--- src/rtl/microstep_sequencer_pkg.sv ---
// Shared types and helpers for the SAP-style microstep sequencer.
package sap1_seq_pkg;

    typedef enum logic [1:0] {
        SEQ_FETCH,
        SEQ_EXECUTE,
        SEQ_HALTED
    } seq_state_t;

    // Forces a ROM-supplied length into [fetch_steps, max_steps].
    function automatic int unsigned clamp_len(input int unsigned len,
                                              input int unsigned fetch_steps,
                                              input int unsigned max_steps);
        if (len < fetch_steps)
            return fetch_steps;
        else if (len > max_steps)
            return max_steps;
        else
            return len;
    endfunction

endpackage

--- src/rtl/microstep_sequencer_retire_counter.sv ---
// Retired-instruction counter with a one-cycle done pulse.
module retire_counter #(
    parameter int unsigned COUNT_WIDTH = 16
) (
    input  logic                   clk,
    input  logic                   rst_n,
    input  logic                   retire,
    output logic                   done,
    output logic [COUNT_WIDTH-1:0] count
);

    // The pulse follows every clock edge so it clears even when the sequencer is not enabled.
    always_ff @(posedge clk or negedge rst_n) begin
        if (!rst_n) begin
            done  <= 1'b0;
            count <= '0;
        end else begin
            done <= retire;
            if (retire)
                count <= count + 1'b1;
        end
    end

endmodule

--- src/rtl/microstep_sequencer.sv ---
// Microstep sequencer: FETCH/EXECUTE/HALTED control with retire counting.
// Optional single-step gating is enabled by defining SAP1_SINGLE_STEP_EN.
module microstep_sequencer
    import sap1_seq_pkg::*;
#(
    parameter int unsigned INSTRUCTION_STEPS = 8,
    parameter int unsigned FETCH_STEPS       = 2,
    parameter int unsigned COUNT_WIDTH       = 16,
    localparam int unsigned STEP_WIDTH       = $clog2(INSTRUCTION_STEPS),
    localparam int unsigned LEN_WIDTH        = $clog2(INSTRUCTION_STEPS + 1)
) (
    input  logic                   mclk,
    input  logic                   i_rst_n,
    input  logic                   mclk_en,
    input  logic [LEN_WIDTH-1:0]   i_len,
    input  logic                   i_adv,
    input  logic                   i_stall,
    input  logic                   i_halt,
    input  logic                   i_resume,
`ifdef SAP1_SINGLE_STEP_EN
    input  logic                   i_single_mode,
    input  logic                   i_step_req,
`endif
    output logic [STEP_WIDTH-1:0]  o_step,
    output logic                   o_fetch,
    output logic                   o_last,
    output logic                   o_halted,
    output logic                   o_instr_done,
    output logic [COUNT_WIDTH-1:0] o_instr_count
);

    seq_state_t            state, state_nxt;
    logic [STEP_WIDTH-1:0] step_nxt;
    logic [LEN_WIDTH-1:0]  cap_len, cap_len_nxt;
    logic [LEN_WIDTH-1:0]  clamped_len;
    logic                  hold;
    logic                  retire;

`ifdef SAP1_SINGLE_STEP_EN
    assign hold = i_single_mode & ~i_step_req;
`else
    assign hold = 1'b0;
`endif

    assign clamped_len = LEN_WIDTH'(clamp_len(32'(i_len), FETCH_STEPS, INSTRUCTION_STEPS));
    assign o_fetch     = (32'(o_step) < FETCH_STEPS);

    always_comb begin
        o_last = 1'b0;
        case (state)
            SEQ_FETCH:   o_last = (o_step == STEP_WIDTH'(FETCH_STEPS - 1)) &&
                                  (clamped_len <= LEN_WIDTH'(FETCH_STEPS));
            SEQ_EXECUTE: o_last = (LEN_WIDTH'(o_step) == cap_len - LEN_WIDTH'(1));
            default:     o_last = 1'b0;
        endcase
    end

    always_comb begin
        state_nxt   = state;
        step_nxt    = o_step;
        cap_len_nxt = cap_len;
        retire      = 1'b0;
        if (mclk_en) begin
            if (state == SEQ_HALTED) begin
                if (i_resume) begin
                    state_nxt = SEQ_FETCH;
                    step_nxt  = '0;
                    retire    = 1'b1;
                end
            end else if (hold) begin
                state_nxt = state;
            end else if (i_halt) begin
                state_nxt = SEQ_HALTED;
            end else if (i_stall) begin
                state_nxt = state;
            end else if (i_adv || o_last) begin
                state_nxt = SEQ_FETCH;
                step_nxt  = '0;
                retire    = 1'b1;
            end else begin
                step_nxt = o_step + 1'b1;
                // Length is sampled only when crossing into EXECUTE; a fetch-only opcode never gets here.
                if (o_step == STEP_WIDTH'(FETCH_STEPS - 1)) begin
                    state_nxt   = SEQ_EXECUTE;
                    cap_len_nxt = clamped_len;
                end
            end
        end
    end

    always_ff @(posedge mclk or negedge i_rst_n) begin
        if (!i_rst_n) begin
            state    <= SEQ_FETCH;
            o_step   <= '0;
            cap_len  <= LEN_WIDTH'(INSTRUCTION_STEPS);
            o_halted <= 1'b0;
        end else begin
            state    <= state_nxt;
            o_step   <= step_nxt;
            cap_len  <= cap_len_nxt;
            o_halted <= (state_nxt == SEQ_HALTED);
        end
    end

    retire_counter #(
        .COUNT_WIDTH(COUNT_WIDTH)
    ) u_retire_counter (
        .clk    (mclk),
        .rst_n  (i_rst_n),
        .retire (retire),
        .done   (o_instr_done),
        .count  (o_instr_count)
    );

endmodule

--- config.mk ---
export PLATFORM = sky130hd
export DESIGN_NAME = microstep_sequencer
export DESIGN_NICKNAME = d
export VERILOG_FILES = /design/src/rtl/microstep_sequencer_pkg.sv /design/src/rtl/microstep_sequencer_retire_counter.sv /design/src/rtl/microstep_sequencer.sv
export SDC_FILE = /design/constraint.sdc
export NUM_CORES = 1
export LEC_CHECK = 0
export ABC_AREA = 1
export CAP_MARGIN = 15
export CORE_MARGIN = 1.5
export CORE_UTILIZATION = 40
export CTS_CLUSTER_SIZE = 20
export DETAILED_ROUTE_END_ITERATION = 16
export PLACE_DENSITY = 0.69
export SLEW_MARGIN = 0
export SYNTH_ARGS = -nofsm -noshare
export SYNTH_HDL_FRONTEND = slang
export SYNTH_HIERARCHICAL = 1
export SYNTH_SLANG_ARGS = --single-unit
export TNS_END_PERCENT = 10
--- constraint.sdc ---
create_clock -name mclk -period 2.8 [get_ports mclk]
set_input_delay 0.84 -clock mclk [delete_from_list [all_inputs] [get_ports mclk]]
set_output_delay 0.84 -clock mclk [all_outputs]
set_load 0.01 [all_outputs]
==> summary.md <==
| Metric | Value |
|---|---|
| Status | complete, no violations |
| Rows | 22 |
| Reg-to-Reg Start | o_step[1] |
| Initial Utilization | ~42% |
| Crit share post-route | between 90 and 100% |
| Seq/Total Area, Yosys | 43.5% |
| Non-filler instance count after layout | 293 |
| Number of synthesized flops with an enable pin | 0 |
| Share of cells above drive strength 1 | 15.5% |
| Worst-path cell chain | clkdlybuf4s50_1 -> or2_0 -> nand3_1 -> nand3_1 -> nand2_1 -> buf_2 |
| Total gr overflow | 0 |
| Design area | around 2000 um2 |
| Worst Max-Slew Pin Slew | 0.343 ns |
| Ant. Diodes | 0 |
| CP most frequent cell | nand3_1 |
| Crit path max-delay cell type | clkdlybuf4s50_1 |
| Post-synth top area cell | dfrtp_1 |
| Post-Synthesis Cell Area | ~1600 um2 |
| CTS Hold Bufs | 0 |
| Area contributors post-synth | dfrtp_1, nand2_1, inv_1 |
| Clock skew | 0.00535 ns |
| Hold depth | 1 |
| Hold WS | 0.537 ns |
| Hold Crit Start | u_retire_counter/count[0] |
| CP peak stage delay | about 0.42 ns |
| Yosys Warn Count | 6 |
| Avg Vias per Cell | around 4.6 |
| CTS root buf | clkbuf_8 |
| Max-cap viol count | 0 |
| NumNets Final | roughly 260 |
| Synthesized instance count | about 200 |
| # setup viols final | 0 |
| CP startpoint | i_len[1] |
| Pint | 0.776 mW |
| Placed insts | 289 |
| Power per Cell Area | 575 nW/um2 |
| R2r worst-path depth | 16 |
| Sw Ratio | ~35% |
| Number of synthesized register bits | 27 |
| Port-buffer cells | 33 |
| Most common library cells after synthesis | nand2_1, inv_1, dfrtp_1 |
| Crit Path Category | in2out |
| # clock sinks | 27 |
| Skew-Pair Late Insertion Delay | roughly 0.27 ns |
| Gpl congestion | approximately 0.80 |
| Max H-tree Level | 1 |
| Growth of design area from synthesis to finish | 32.2% |
| Overall Global Routing Usage | 16.0% |
| CTS tree | yes |
| Count leader, synth | nand2_1 |
| Crit end category | primary output |
| Postcts setup bufs | 0 |
| Die Y | 65.4 um |
| Static leakage | 1.02 nW |
| Max Fanout on Critical Path | 2 |
| First-pass GRT wire length | around 5.4 mm |
| Hold WC Path Type | reg2reg |
| Comb pwr share | 36.0% |
| Distinct cells, synth | 28 |
| Max-Slew Margin vs Limit | 77.2% |
| Core area | about 3700 um2 |
| Syn nets | 214 |
| DP Area | 2020 um2 |
| RSZ-0062 raised after global routing | no |
| Sequential share of power | between 40% and 50% |
| Setup TNS | 0 ns |
| Primary FF master, synth | dfrtp_1 |
| Remaining antenna violation count | 0 |
| Die width | about 65 um |
| # DRC | 0 |
| Initial antenna violation count | 0 |
| Routed wire length | 3.08 mm |
| Die footprint | 4280 um2 |
| Startpoint types | input pin |
| Vias in the first global route | between 1000 and 1500 |
| Fill cell count | between 300 and 400 |
| Detailed placer's ending HPWL | 2.39 mm |
| Util after Layout | 55.8% |
| Synth top area share | 41.8% |
| Clk buf depth | 2 |
| Peak Freq | 0.369 GHz |
| Final Max Slew Viols | 0 |
| Worst vdd ir | 0.501 mV |
| Power share of the clock group | 18.2% |
| Async SR Flop Fraction | 100% |
| Routed vias | 1343 |
| Reg clk slew, reported paths | 0.08 ns |
| I/O Pins | 34 |
| Post-Syn Area per Cell | 7.83 um2 |
| Inserted Clock Buffers | 3 |
| Drt pass-1 iters | 4 |
| Endpoints failing hold | 0 |
| CP required | 1.96 ns |
| DRT iter0 DRCs | between 80 and 90 |
| Minimum clock period | 2.71 ns |
| Net Sw Power | 0.410 mW |
| Avg WL per Cell | 10.5 um |
| CP arrival | 1.87 ns |
| Pin count of the biggest net entering global routing | 28 |
==> metal layers <==
metal / part of all wire (%) / GRT usage (%) / vias to the layer above / wire [um]
met5: 0 / 0 / - / 0
met4: 0.62 / 3.13 / 0 / 19
met2: 48 / 27.3 / 15 / 1490
li1: - / - / 710 / -
met3: 2.7 / 3.25 / 2 / 83
met1: 48 / 21.3 / 616 / 1490
==> what timing repair did <==
action,in CTS,in global routing
cloned,0,0
setup endpoints to repair,1,9
pin swaps,3,2
resized for setup,5,3
==> sequential cells by signal, summed over array words and instances (netlist names) <==
register                count
cap_len                     4
o_halted                    1
o_step                      3
state                       2
u_retire_counter/count     16
u_retire_counter/done       1
==> logic make-up after synthesis <==
| group | after synthesis | synth area share, % |
|---|---|---|
| compound gates | 11 | 4.66 |
| xor+xnor | 12 | 6.75 |
| fa+ha+maj | 4 | 3.21 |
| buf+inv | 37 | 9.16 |
| flops | 27 | 43.5 |
| simple gates | 108 | 32.8 |
==> power by group through the flow <==
| stage | Sequential (mW) | Clock (mW) | Combinational [mW] |
|---|---|---|---|
| after detailed placement | 0.551 | 0 | 0.430 |
| after floorplan | 0.562 | 0 | 0.226 |
| after CTS | 0.543 | 0.224 | 0.432 |
| final | 0.543 | 0.215 | 0.427 |
| after global placement | 0.551 | 0 | 0.425 |
| after global routing | 0.554 | 0.240 | 0.484 |
==> critical path: cells and delay by family <==
family	cells	cell delay, ns
AND/OR/NAND/NOR	4	0.50
buffers and inverters	2	0.54
==> worst paths after layout <==
kind,to,slack (ns)
max in group asynchronous,cap_len[3],1.56
min,u_retire_counter/count[0],0.54
min in group asynchronous,state[0],0.93
max reg2reg,u_retire_counter/count[3],0.60
max,o_last,0.09
min reg2reg,u_retire_counter/count[0],0.54
==> cells in the final DEF (no fill, tap or decap), types with 2 or more instances in the layout <==
cell             count
nand4_1              5
nor2_2               6
inv_2                6
nor3_1               2
o22ai_1              2
nor2_4               2
nand2_1             53
xor2_1               5
dfrtp_1             26
inv_1               30
nand2_2              3
nand3_1             15
clkdlybuf4s50_1     31
xnor2_1              7
nor2_1              17
clkbuf_8             3
o21a_1               2
ha_1                 4
o21ai_0              3
buf_4               10
==> through the flow <==
step           power, mW  setup WS [ns]
2_1_floorplan      0.787          0.458
6_report            1.19         0.0922
4_1_cts             1.20         0.0411
3_3_place_gp       0.977         -0.329
5_1_grt             1.28        0.00759
3_5_place_dp       0.981         -0.376
==> final cells by class <==
cell class / instances / area [um2] / area share, %
sequential: 27 / 677 / 32.9
tap: 48 / 60.1 / 2.92
multi-input combinational: 135 / 743 / 36.1
timing repair buffer: 43 / 399 / 19.4
inverter: 36 / 135 / 6.56
clock buffer: 4 / 45.0 / 2.19
No activity file was read; power rests on OpenSTA's default activity.
